===== src/rtl/ps2_host_transmitter.sv =====
// PS/2 host-to-device command transmitter.
// Pulls the clock line low to inhibit the device, issues a request-to-send,
// then shifts out one byte, odd parity and stop bit on the device-generated
// clock, and checks the device's acknowledge bit. rx_inhibit stays high for
// the whole transfer so the receive path ignores line activity.
module ps2_host_transmitter #(
   parameter int INHIBIT_CYCLES = 9000,
   parameter int TIMEOUT_CYCLES = 1800000,
   parameter int SYNC_STAGES    = 2        // must be >= 2
) (
   input  logic       main_clk,
   input  logic       reset,
   input  logic [7:0] tx_data,
   input  logic       tx_valid,
   output logic       tx_ready,
   output logic       tx_done,
   output logic       tx_error,
   output logic       rx_inhibit,
   output logic       ps2_clock_pulldown,
   output logic       ps2_data_pulldown,
   input  logic       ps2_clock_in,
   input  logic       ps2_data_in
);

   localparam int CNT_MAX = (INHIBIT_CYCLES > TIMEOUT_CYCLES) ? INHIBIT_CYCLES : TIMEOUT_CYCLES;
   localparam int CNT_W   = $clog2(CNT_MAX + 1);
   localparam logic [CNT_W-1:0] INHIBIT_LAST = CNT_W'(INHIBIT_CYCLES - 1);
   localparam logic [CNT_W-1:0] TIMEOUT_LAST = CNT_W'(TIMEOUT_CYCLES - 1);

   typedef enum logic [2:0] {
      IDLE,
      INHIBIT,
      REQUEST,
      SHIFT,
      WAIT_RELEASE
   } state_t;

   // Synchronised line levels
   logic [SYNC_STAGES-1:0] clk_sync;
   logic [SYNC_STAGES-1:0] data_sync;
   logic                   clk_prev;
   logic                   clk_s;
   logic                   data_s;
   logic                   clk_fall;

   // Registered state and next-state values
   state_t           state_q,    state_d;
   logic [CNT_W-1:0] cnt_q,      cnt_d;
   logic [3:0]       edge_q,     edge_d;
   logic [7:0]       byte_q,     byte_d;
   logic             parity_q,   parity_d;
   logic             clock_pd_q, clock_pd_d;
   logic             data_pd_q,  data_pd_d;
   logic             done_q,     done_d;
   logic             error_q,    error_d;
   logic             ready_q,    ready_d;
   logic             inhibit_q,  inhibit_d;
   logic [3:0]       edge_inc;
   logic             timed_out;

   assign clk_s    = clk_sync[SYNC_STAGES-1];
   assign data_s   = data_sync[SYNC_STAGES-1];
   assign clk_fall = clk_prev & ~clk_s;

   // Bring both raw lines into the main_clk domain and remember last clock level.
   // Idle PS/2 lines float high, so the chain resets to 1 to avoid a false edge.
   always_ff @(posedge main_clk or posedge reset) begin
      if (reset) begin
         clk_sync  <= '1;
         data_sync <= '1;
         clk_prev  <= 1'b1;
      end else begin
         // NOTE: sequential state uses non-blocking assignment so every flop
         // samples the pre-edge values regardless of statement order.
         clk_sync  <= {clk_sync[SYNC_STAGES-2:0], ps2_clock_in};
         data_sync <= {data_sync[SYNC_STAGES-2:0], ps2_data_in};
         clk_prev  <= clk_s;
      end
   end

   // State register and registered outputs.
   always_ff @(posedge main_clk or posedge reset) begin
      if (reset) begin
         state_q    <= IDLE;
         cnt_q      <= '0;
         edge_q     <= '0;
         byte_q     <= '0;
         parity_q   <= 1'b0;
         clock_pd_q <= 1'b0;
         data_pd_q  <= 1'b0;
         done_q     <= 1'b0;
         error_q    <= 1'b0;
         ready_q    <= 1'b1;
         inhibit_q  <= 1'b0;
      end else begin
         state_q    <= state_d;
         cnt_q      <= cnt_d;
         edge_q     <= edge_d;
         byte_q     <= byte_d;
         parity_q   <= parity_d;
         clock_pd_q <= clock_pd_d;
         data_pd_q  <= data_pd_d;
         done_q     <= done_d;
         error_q    <= error_d;
         ready_q    <= ready_d;
         inhibit_q  <= inhibit_d;
      end
   end

   // Next-state logic: inhibit, request-to-send, bit shifting, ack and timeout.
   always_comb begin
      // NOTE: every variable gets a default first so no path infers a latch.
      state_d    = state_q;
      cnt_d      = cnt_q;
      edge_d     = edge_q;
      byte_d     = byte_q;
      parity_d   = parity_q;
      clock_pd_d = clock_pd_q;
      data_pd_d  = data_pd_q;
      done_d     = 1'b0;
      error_d    = 1'b0;
      edge_inc   = edge_q + 4'd1;
      timed_out  = (cnt_q == TIMEOUT_LAST);

      case (state_q)
         IDLE: begin
            clock_pd_d = 1'b0;
            data_pd_d  = 1'b0;
            if (tx_valid && ready_q) begin
               byte_d     = tx_data;
               parity_d   = ~^tx_data;
               cnt_d      = '0;
               clock_pd_d = 1'b1;
               state_d    = INHIBIT;
            end
         end

         INHIBIT: begin
            if (cnt_q == INHIBIT_LAST) begin
               data_pd_d = 1'b1;          // start bit while clock still held low
               state_d   = REQUEST;
            end else begin
               cnt_d = cnt_q + CNT_W'(1);
            end
         end

         REQUEST: begin
            clock_pd_d = 1'b0;            // hand the clock to the device
            cnt_d      = '0;              // timeout runs from clock release
            edge_d     = '0;
            state_d    = SHIFT;
         end

         SHIFT: begin
            cnt_d = cnt_q + CNT_W'(1);
            if (timed_out) begin
               error_d   = 1'b1;
               data_pd_d = 1'b0;
               state_d   = IDLE;
            end else if (clk_fall) begin
               edge_d = edge_inc;
               case (edge_inc)
                  4'd9:    data_pd_d = ~parity_q;
                  4'd10:   data_pd_d = 1'b0;  // stop bit: release data
                  4'd11: begin
                     if (data_s) begin
                        error_d = 1'b1;       // device did not acknowledge
                        state_d = IDLE;
                     end else begin
                        state_d = WAIT_RELEASE;
                     end
                  end
                  default: data_pd_d = ~byte_q[edge_q[2:0]];  // edges 1..8, LSB first
               endcase
            end
         end

         WAIT_RELEASE: begin
            cnt_d = cnt_q + CNT_W'(1);
            if (timed_out) begin
               error_d = 1'b1;
               state_d = IDLE;
            end else if (clk_s && data_s) begin
               done_d  = 1'b1;
               state_d = IDLE;
            end
         end

         default: begin
            clock_pd_d = 1'b0;
            data_pd_d  = 1'b0;
            state_d    = IDLE;
         end
      endcase

      // Ready only rises the cycle after a done/error pulse.
      ready_d   = (state_d == IDLE) && !done_d && !error_d;
      inhibit_d = (state_d != IDLE);
   end

   assign tx_ready           = ready_q;
   assign tx_done            = done_q;
   assign tx_error           = error_q;
   assign rx_inhibit         = inhibit_q;
   assign ps2_clock_pulldown = clock_pd_q;
   assign ps2_data_pulldown  = data_pd_q;

endmodule


===== config.mk =====
export PLATFORM = sky130hd
export DESIGN_NAME = ps2_host_transmitter
export DESIGN_NICKNAME = d
export VERILOG_FILES = /design/src/rtl/ps2_host_transmitter.sv
export SDC_FILE = /design/constraint.sdc
export NUM_CORES = 1
export LEC_CHECK = 0
export BUFFER_PORTS_ARGS = -buffer_cell sky130_fd_sc_hd__buf_2
export CORE_UTILIZATION = 59
export DETAILED_ROUTE_END_ITERATION = 10
export GPL_ROUTABILITY_DRIVEN = 0
export MAX_ROUTING_LAYER = met4
export PLACE_DENSITY_LB_ADDON = 0.15
export SLEW_MARGIN = 20
export SYNTH_ARGS = -nofsm -noshare
export SYNTH_HDL_FRONTEND = slang
export SYNTH_SLANG_ARGS = --single-unit

===== constraint.sdc =====
create_clock -name main_clk -period 2.5 [get_ports main_clk]
set_input_delay 0.5 -clock main_clk [delete_from_list [all_inputs] [get_ports main_clk]]
set_output_delay 0.5 -clock main_clk [all_outputs]
set_load 0.005 [all_outputs]

* After elaboration in Yosys (flattened, before gate mapping) *
Index checks and enable logic that the tools add are counted.

storage, ports and cells
  register bits after elaboration = 48
  output and inout bits = 6
  logic and storage cells = 90
  input port bits = 13

cells by class
  multiplexer cells = 33
  reductions and logical operators = 19
  equality and inequality tests = 16
  add/subtract/negate cells = 2
  bitwise operators = 5
  order comparisons = 1

operators with widths
  operator                                                count
  one-hot mux 21 bit (4 select lines)                     1
  2-to-1 mux 21 bit                                       2
  2-to-1 mux 3 bit                                        8
  adder 21 x 1 -> 21 bit (second input constant)          1
  equality test 21 x 14 -> 1 bit (second input constant)  1
  equality test 21 bit (second input constant)            1
  one-hot mux 3 bit (5 select lines)                      1
  2-to-1 mux 1 bit                                        13
  equality test 4 bit (second input constant)             3
  inequality test 2 bit (second input constant)           5
  2-to-1 mux 4 bit                                        2
  one-hot mux 4 bit (2 select lines)                      1
  XNOR reduction 8 bit                                    1
  equality test 3 x 2 -> 1 bit (second input constant)    2
  logical NOT 3 bit                                       2
  inequality test 3 bit (second input constant)           2
  one-hot mux 1 bit (3 select lines)                      2
  AND reduction 3 bit                                     2
  adder 4 x 1 -> 4 bit (second input constant)            1
  logical AND 1 bit                                       4
  < comparator 3 x 4 -> 1 bit (second input constant)     1
  inverter 1 bit                                          4
  one-hot mux 1 bit (2 select lines)                      2
  AND reduction 4 bit                                     1
  11 further kinds                                        13

* Depth between registers and ports, before layout *
Gate-level depths: netlist (run 1).

  depth in word-level cells = 9
  depth in mapped cells = 7
  depth with buffers taken out = 7

* Least setup slack after synthesis (run 1) *
Ideal clock, no wire load.

  kind = register to register
  from = reg state_q[0]
  to = reg cnt_q[20]
  required time = 2.361 ns
  clock period less this slack = 1.866 ns
  library setup time = 0.139 ns
  setup slack = 0.634 ns
  path buffers = 0
  data arrival time = 1.727 ns
  cell stages (with the launch flop) = 7
  cells stage by stage = dfrtp_1 nor2_1 mux2_2 nor4_4 nand4_1 xor2_1 nor2_1

on the way
  cells in the longest elaborated chain, start to end = 4
  elaborated cells between the ends (all ways) = 11
  those cells by class = 6 x eq/ne; 1 x mux; 4 x reduce/logical

ends and longest elaborated chain
  what                                                                 line  source
  start, declared                                                      47    state_t state_q, state_d;
  start signal, assigned                                               96    state_q <= state_d;
  equality test 3 bit or equality test 3 x 2 -> 1 bit (tied branches)  125   case (state_q)
  OR reduction 2 bit (no source line)                                  --
  nonzero test 4 bit (no source line)                                  --
  AND reduction 3 bit (no source line)                                 --
  end signal, assigned                                                 97    cnt_q <= cnt_d;
  end, declared                                                        48    logic [CNT_W-1:0] cnt_q, cnt_d;

Parallel ways exist; a longest one is shown, timed or not.
A chain may end at the register's enable or synchronous reset.

* Worst setup path in the final report (run 1) *
  from = reg state_q[1]
  to = reg cnt_q[3]

The elaborated chain is that of the path after synthesis.

==> results of run 1 <==
==> cell families (layout without fill, tap and decap cells) <==
family                     count (synthesis)  count (layout)  share of synthesized area [%]
and+or+nand+nor                          109             109                           23.6
adders and majority gates                  5               5                           2.45
muxes                                     17              17                           8.33
DFF                                       48              48                           47.4
buffers and inverters                     10              37                           1.52
AOI/OAI and AO/OA                         29              29                           7.84
xor gates and xnor gates                  26              26                           8.92
==> state kept, by name, summed over array words and instances (netlist names) <==
register	count
tx_error	1
state_q	3
cnt_q	21
clk_prev	1
ps2_data_pulldown	1
edge_q	4
parity_q	1
data_sync	2
rx_inhibit	1
clk_sync	2
ps2_clock_pulldown	1
tx_ready	1
tx_done	1
byte_q	8
==> cell usage after synthesis, types with 4 or more instances <==
master,n
a21oi_1,6
dfrtp_1,42
nor2_1,30
ha_1,5
nand4_1,5
nand3_1,12
nand2_1,19
mux2_2,13
and3_1,5
xor2_1,17
nor3_1,5
o21ai_0,7
nor2b_1,4
clkbuf_1,4
a22o_1,4
nand2b_1,7
inv_1,5
and2_1,4
dfstp_2,6
xnor2_1,9
==> layer usage <==
metal	up-vias	part of all wire, %
met5	-	0
met4	0	1.8
met3	11	5.7
met2	73	44
met1	913	48
li1	912	-
==> power by group <==
part           leakage, nW  switching [mW]  internal, mW
logic                0.615          0.0303        0.0231
registers            0.625         0.00297         0.783
clock network       0.0552           0.253         0.297
==> worst register-to-register path: stages (launching register included) <==
cell     delay, ps
dfrtp_1        520
nor2_1         330
mux2_2         460
a21oi_2        410
nand3_1        170
xor2_1         190
nor2_1          60
==> metrics by stage <==
step                setup slack, ps  area (um2)
floorplan                       634        2550
global placement                333        2730
detailed placement              305        2730
CTS                             280        2840
global route                   28.3        2840
finish                          261        2840
==> worst max-delay path by stage <==
stage | startpoint | endpoint | slack [ps] | depth (start not counted)
floorplan | state_q[0] | cnt_q[20] | 630 | 6
global placement | state_q[1] | cnt_q[17] | 330 | 6
detailed placement | state_q[1] | cnt_q[3] | 310 | 6
CTS | state_q[1] | cnt_q[3] | 280 | 6
global route | state_q[1] | cnt_q[19] | 30 | 6
finish | state_q[1] | cnt_q[3] | 260 | 6
==> cell type report <==
class | count | area, um2 | share of cell area, %
clock buffers | 6 | 72.6 | 2.56
clock inverters | 2 | 35.0 | 1.23
repair buffers | 24 | 135 | 4.76
well taps | 50 | 62.6 | 2.20
flip-flops and latches | 48 | 1210 | 42.6
multi-input cells | 186 | 1310 | 46.0
inverters | 5 | 18.8 | 0.661
==> results.txt, run 1 <==
status = completed
Routed WL = 5.03 mm
Via Count = 1909
Crit path max-delay family = simple AND/OR/NAND/NOR gates
worst flop-to-flop path startpoint = state_q[1]
grt peak-use layer = met1
# rows = 23
die span in x = 67.8 um
leakage power figure = 1.30 nW
syn nets = 262
I/O pin count = 19
cell area after synthesis = 2550 um2
Die Area = 4590 um2
#FFs+latches synth = 48
final max-slew violation count = 0
met3 Use GR = 6.59%
wire length per cell = 15.7 um
Synth top area share = 41.2%
crit share post-route = 89.6%
CP max FO = 12
fraction of registers with async set/reset = 100%
critical path class = reg -> reg
max frequency = 447 MHz
placed cells = 313
Buf/Inv on CP = 0
final count of hold timing violations = 0
Die Height = 67.8 um
Distinct cells, synth = 46
Bufs on Longest Clock Path = 2
core region area = 4090 um2
slowest cell on the critical path = dfrtp_1
Critical Path Start Type = flip-flop
Detailed Place HPWL = 3.60 mm
Design Power = 1.39 mW
GRT Resource Usage Total = 26.7%
Fillers = 330
final core area utilization = 69.4%
root buffer cell = clkbuf_8
input/output buffers = 18
number of max-cap violations = 0
Antenna Violating Nets Remaining = 0
setup_tns = 0 ps
maximum vdd ir drop = 0.000375 V
Setup crit end kind = flip-flop
Diodes inserted = 0
predominant post-synthesis flop cell = dfrtp_1
drc violations = 0
Slew HR = 57.4%
first-pass GRT wire length = 8.53 mm
drt pass-1 iters = 4
grt ovf = 0
most frequent cells in the layout = 42 x dfrtp_1, 30 x nor2_1, 19 x nand2_1
worst path cell trace = nor2_1, mux2_2, a21oi_2, nand3_1, xor2_1, nor2_1
crit path DAT = 2430 ps
most common cell after layout, fill and taps aside = dfrtp_1
starting density of the core = 62.5%
Clock Skew = 4.18 ps
Worst-path clk slew = 90 ps
min cycle time layout = 2240 ps
most frequent CP cell = nor2_1
Final Setup Violations = 0
NumNets Final = 288
Slew @ Worst Pin = 638 ps
Critical R2R Capture = cnt_q[3]
Setup Buffers After CTS = 0
share of cells above drive strength 1 = 22.5%
Post-synth EDFFs = 0
CTS tree = built
Syn. warnings = 0
Hold Slack = 275 ps
Synth-to-Final Area Change = 11.2%
Worst Hold Class = in -> async
vias in the first global route = 1788
Starting DRT DRC Count = 181
Mean Syn Cell Area = 10.5 um2
Final Instance Count excl. Fillers = 321
pin count of the biggest net entering global routing = 33
area leader, netlist = dfrtp_1
DR vias/cell = 5.95
critical path's largest stage delay = 520 ps
unrepaired setup endpoints after global routing = no
cts bufs inserted = 5
H-tree levels = 2
Mapped Cells = 244
Seq/Total Area, Yosys = 47.4%
WP data required = 2690 ps
Worst-Skew Late Latency = 300 ps
met2 global-route usage = 37.3%
R2R cell count = 6
GR Util met1 = 37.4%
Clock Sinks = 48
PD cells = 490 nW/um2
post_cts resized = 0
antenna violations before repair = 0
CTS Hold Bufs = 0
Area contributors post-synth = dfrtp_1 41%, dfstp_2 6.2%, xor2_1 5.8%
R2R Setup Slk = 260 ps
Note: power is estimated with default switching activity, not from simulation.
==> run 2: changes to the inputs <==
- CORE_UTILIZATION: 59 -> 40
==> results.txt, run 2 (synthesized netlist as in run 1, its figures left out) <==
pin count of the biggest net entering global routing = 21
drc violations = 0
critical path class = reg -> reg
Clock Sinks = 48
GRT Resource Usage Total = 17.3%
Hold Slack = 140 ps
maximum vdd ir drop = 0.000290 V
Bufs on Longest Clock Path = 2
Critical Path Start Type = flip-flop
cts bufs inserted = 5
vias in the first global route = 1696
Slew HR = 67.3%
Die Height = 81.9 um
number of max-cap violations = 0
final core area utilization = 47.8%
R2R Setup Slk = 250 ps
Final Instance Count excl. Fillers = 346
crit path DAT = 2450 ps
NumNets Final = 288
Detailed Place HPWL = 3.58 mm
Antenna Violating Nets Remaining = 0
antenna violations before repair = 0
wire length per cell = 14.2 um
CTS tree = built
placed cells = 338
die span in x = 81.9 um
status = completed
CP max FO = 12
Synth-to-Final Area Change = 12.7%
Placed Area = 2760 um2
Clock Skew = 9.72 ps
first-pass GRT wire length = 8.43 mm
Critical R2R Capture = cnt_q[20]
root buffer cell = clkbuf_8
Starting DRT DRC Count = 164
starting density of the core = 42.4%
input/output buffers = 18
min cycle time layout = 2250 ps
PD cells = 489 nW/um2
# rows = 28
DR vias/cell = 5.29
R2R cell count = 6
Worst Hold Class = in -> async
max frequency = 443 MHz
grt ovf = 0
I/O pin count = 19
final max-slew violation count = 0
share of cells above drive strength 1 = 23.2%
Worst-path clk slew = 90 ps
Via Count = 1831
Slew @ Worst Pin = 490 ps
most flop-heavy register = cnt_q
Worst-Skew Late Latency = 310 ps
unrepaired setup endpoints after global routing = no
Finished Cell Area = 2880 um2
Diodes inserted = 0
setup_tns = 0 ps
H-tree levels = 2
most frequent cells in the layout = 42 x dfrtp_1, 30 x nor2_1, 19 x nand2_1
WP data required = 2690 ps
Die Area = 6700 um2
Routed WL = 4.91 mm
Largest regs = cnt_q: 21 flops, byte_q: 8 flops, edge_q: 4 flops
Final Setup Violations = 0
core region area = 6030 um2
drt pass-1 iters = 4
leakage power figure = 1.29 nW
Setup crit end kind = flip-flop
crit share post-route = 90.2%
most common cell after layout, fill and taps aside = dfrtp_1
worst flop-to-flop path startpoint = state_q[1]
final count of hold timing violations = 0
Largest register FFs = 21
==> run 2: changes by cell type in the layout (fill, tap and decap cells not counted) <==
cell,previous run,this run
clkbuf_1,1,0
clkinvlp_4,0,1
nor3_1,5,4
nor3_2,0,1
==> run 2: where the power goes <==
| part | total (mW) | leakage (nW) | internal, mW | switching, mW |
|---|---|---|---|---|
| logic | 0.0531 | 0.615 | 0.0232 | 0.0300 |
| clock network | 0.569 | 0.0541 | 0.296 | 0.273 |
| registers | 0.786 | 0.625 | 0.783 | 0.00271 |
==> run 2: critical path, stage by stage (launching register included) <==
cell and delay [ps]:
dfrtp_1 520, nor2_1 360, mux2_2 460, nor4_4 440, nand4_1 160, xor2_1 150
nor2_1 50
==> run 2: worst max path at each step <==
stage,from,end
final,state_q[1],cnt_q[20]
after global routing,state_q[1],cnt_q[20]
after CTS,state_q[1],cnt_q[17]
after detailed placement,state_q[1],cnt_q[17]
after global placement,state_q[1],cnt_q[17]
after floorplan,state_q[0],cnt_q[20]
==> run 2: area by class of cell <==
| class | instances | area [um2] |
|---|---|---|
| Clock buffer | 5 | 68.8 |
| Clock inverter | 3 | 42.5 |
| Fill cell | 579 | 3150 |
| Inverter | 5 | 18.8 |
| Multi-Input combinational cell | 186 | 1310 |
| Sequential cell | 48 | 1210 |
| Tap cell | 75 | 93.8 |
| Timing Repair Buffer | 24 | 135 |
==> run 2: layer usage <==
layer | GRT usage, % | routed length [um]
met2 | 23.2 | 2020
met1 | 25.5 | 2640
met3 | 4.00 | 191
met5 | - | 0
met4 | 4.74 | 55
==> run 2: per-stage QoR <==
step	setup WS, ps	power, mW
after floorplan	634	0.833
after global placement	162	0.856
after detailed placement	182	0.857
after CTS	151	1.43
after global routing	20.2	1.47
final	245	1.41
==> run 2: what timing repair did <==
item                                    in CTS  in global routing
endpoints found under the hold margin        0                  0
gates resized for setup                      0                  1
setup buffers                                0                  0
endpoints found under the setup margin       0                  1
hold buffers                                 0                  0
==> run 3: changes to the inputs <==
- CELL_PAD_IN_SITES_DETAIL_PLACEMENT: default -> 1
- CELL_PAD_IN_SITES_GLOBAL_PLACEMENT: default -> 2
- CORE_UTILIZATION: 40 -> 39
- GPL_ROUTABILITY_DRIVEN: 0 -> 1
==> results.txt, run 3 (synthesized netlist as in run 1, its figures left out) <==
most common cell after layout, fill and taps aside = dfrtp_1
final max-slew violation count = 0
multi-input gate area in the final layout = 1310 um2
critical path class = reg -> reg
total area of sequential cells = 1210 um2
Worst Hold Class = in -> async
Antenna Violating Nets Remaining = 0
first-pass GRT wire length = 10.5 mm
input/output buffers = 18
Buf/Inv on CP = 0
I/O pin count = 19
most frequent cells in the layout = 42 x dfrtp_1, 30 x nor2_1, 19 x nand2_1
antenna violations before repair = 0
wire length per cell = 16.9 um
Worst-path clk slew = 90 ps
DR vias/cell = 5.35
pin count of the biggest net entering global routing = 33
vias in the first global route = 2098
cts bufs inserted = 5
Clock Sinks = 48
slack of the critical path = 324 ps
Crit path max-delay family = simple AND/OR/NAND/NOR gates
min cycle time layout = 2180 ps
H-tree levels = 2
crit share post-route = 87.0%
Slew HR = 54.2%
slowest cell on the critical path = nor3_1
Setup crit end kind = flip-flop
Fillers = 724
Final Setup Violations = 0
Slew @ Worst Pin = 686 ps
CP max FO = 5
Largest regs = cnt_q: 21 flops, byte_q: 8 flops, edge_q: 4 flops
Worst-Skew Late Latency = 300 ps
leakage power figure = 1.31 nW
core region area = 6350 um2
most flop-heavy register = cnt_q
Critical Path Start Type = flip-flop
Final Instance Count excl. Fillers = 350
most frequent CP cell = nor2_1
Detailed Place HPWL = 4.48 mm
Largest register FFs = 21
# rows = 29
CTS tree = built
Clock Skew = 5.93 ps
starting density of the core = 40.2%
NumNets Final = 290
CTS Hold Bufs = 0
Die Area = 6870 um2
worst path cell trace = nor2_1, mux2_2, nor3_1, nand4_1, xor2_1, nor2_1
Die Height = 82.9 um
number of max-cap violations = 0
critical path's largest stage delay = 500 ps
root buffer cell = clkbuf_8
Via Count = 1871
crit path DAT = 2370 ps
maximum vdd ir drop = 0.000234 V
pre-CTS setup slack = 349 ps
die span in x = 82.9 um
max frequency = 460 MHz
share of cells above drive strength 1 = 23.1%
drc violations = 0
PD cells = 485 nW/um2
status = completed
Diodes inserted = 0
setup_tns = 0 ps
Starting DRT DRC Count = 62
Routed WL = 5.91 mm
final count of hold timing violations = 0
WP data required = 2690 ps
Synth-to-Final Area Change = 13.1%
Design Power = 1.40 mW
Setup Buffers After CTS = 0
drt pass-1 iters = 6
GRT Resource Usage Total = 19.7%
Final GP Congestion = 0.782
unrepaired setup endpoints after global routing = no
grt ovf = 0
placed cells = 342
post_cts resized = 0
Bufs on Longest Clock Path = 2
run 3: changes by cell type in the layout (fill, tap and decap cells not counted):
cell and delta:
buf_4 +2, clkbuf_1 +1, clkinvlp_4 -1, nor3_1 +1
nor3_2 -1
run 3: cell type report:
cell class                 count  share of cell area (%)
multi-input combinational    186                    45.2
sequential                    48                    41.9
timing repair buffer          26                    5.20
tap                           77                    3.34
clock buffer                   6                    2.51
clock inverter                 2                    1.21
inverter                       5                   0.650
run 3: metal layers:
layer / part of all wire (%) / vias to the layer above / GRT usage (%)
met1: 51 / 935 / 27.3
met3: 2.3 / 4 / 3.58
li1: - / 908 / -
met4: 0.90 / 0 / 5.17
met5: 0 / - / -
met2: 45 / 24 / 29.9
run 3: path summary, 6_finish.rpt:
check / cells after the start / from / to / slack (ps)
worst max-delay path: 6 / state_q[1] / cnt_q[17] / 320
min in group main_clk: 1 / ps2_data_in / data_sync[0] / 290
worst max register to register: 6 / state_q[1] / cnt_q[17] / 320
worst min register to register: 0 / clk_sync[0] / clk_sync[1] / 360
worst min-delay path: 2 / reset / byte_q[6] / 290
max in group asynchronous: 3 / reset / tx_ready / 1540
run 3: power by group:
group | internal (mW) | leakage, nW | switching [mW] | total [mW]
clock | 0.297 | 0.0552 | 0.263 | 0.560
combinational | 0.0231 | 0.626 | 0.0313 | 0.0545
sequential | 0.783 | 0.625 | 0.00310 | 0.786
run 3: through the flow:
step | hold slack [ps] | utilization [%] | area (um2)
6_report | 289 | 45.5 | 2890
5_1_grt | 266 | 45.5 | 2890
4_1_cts | 278 | 45.5 | 2890
3_5_place_dp | 350 | 43.8 | 2780
3_3_place_gp | 348 | 43.8 | 2780
2_1_floorplan | 345 | - | 2550
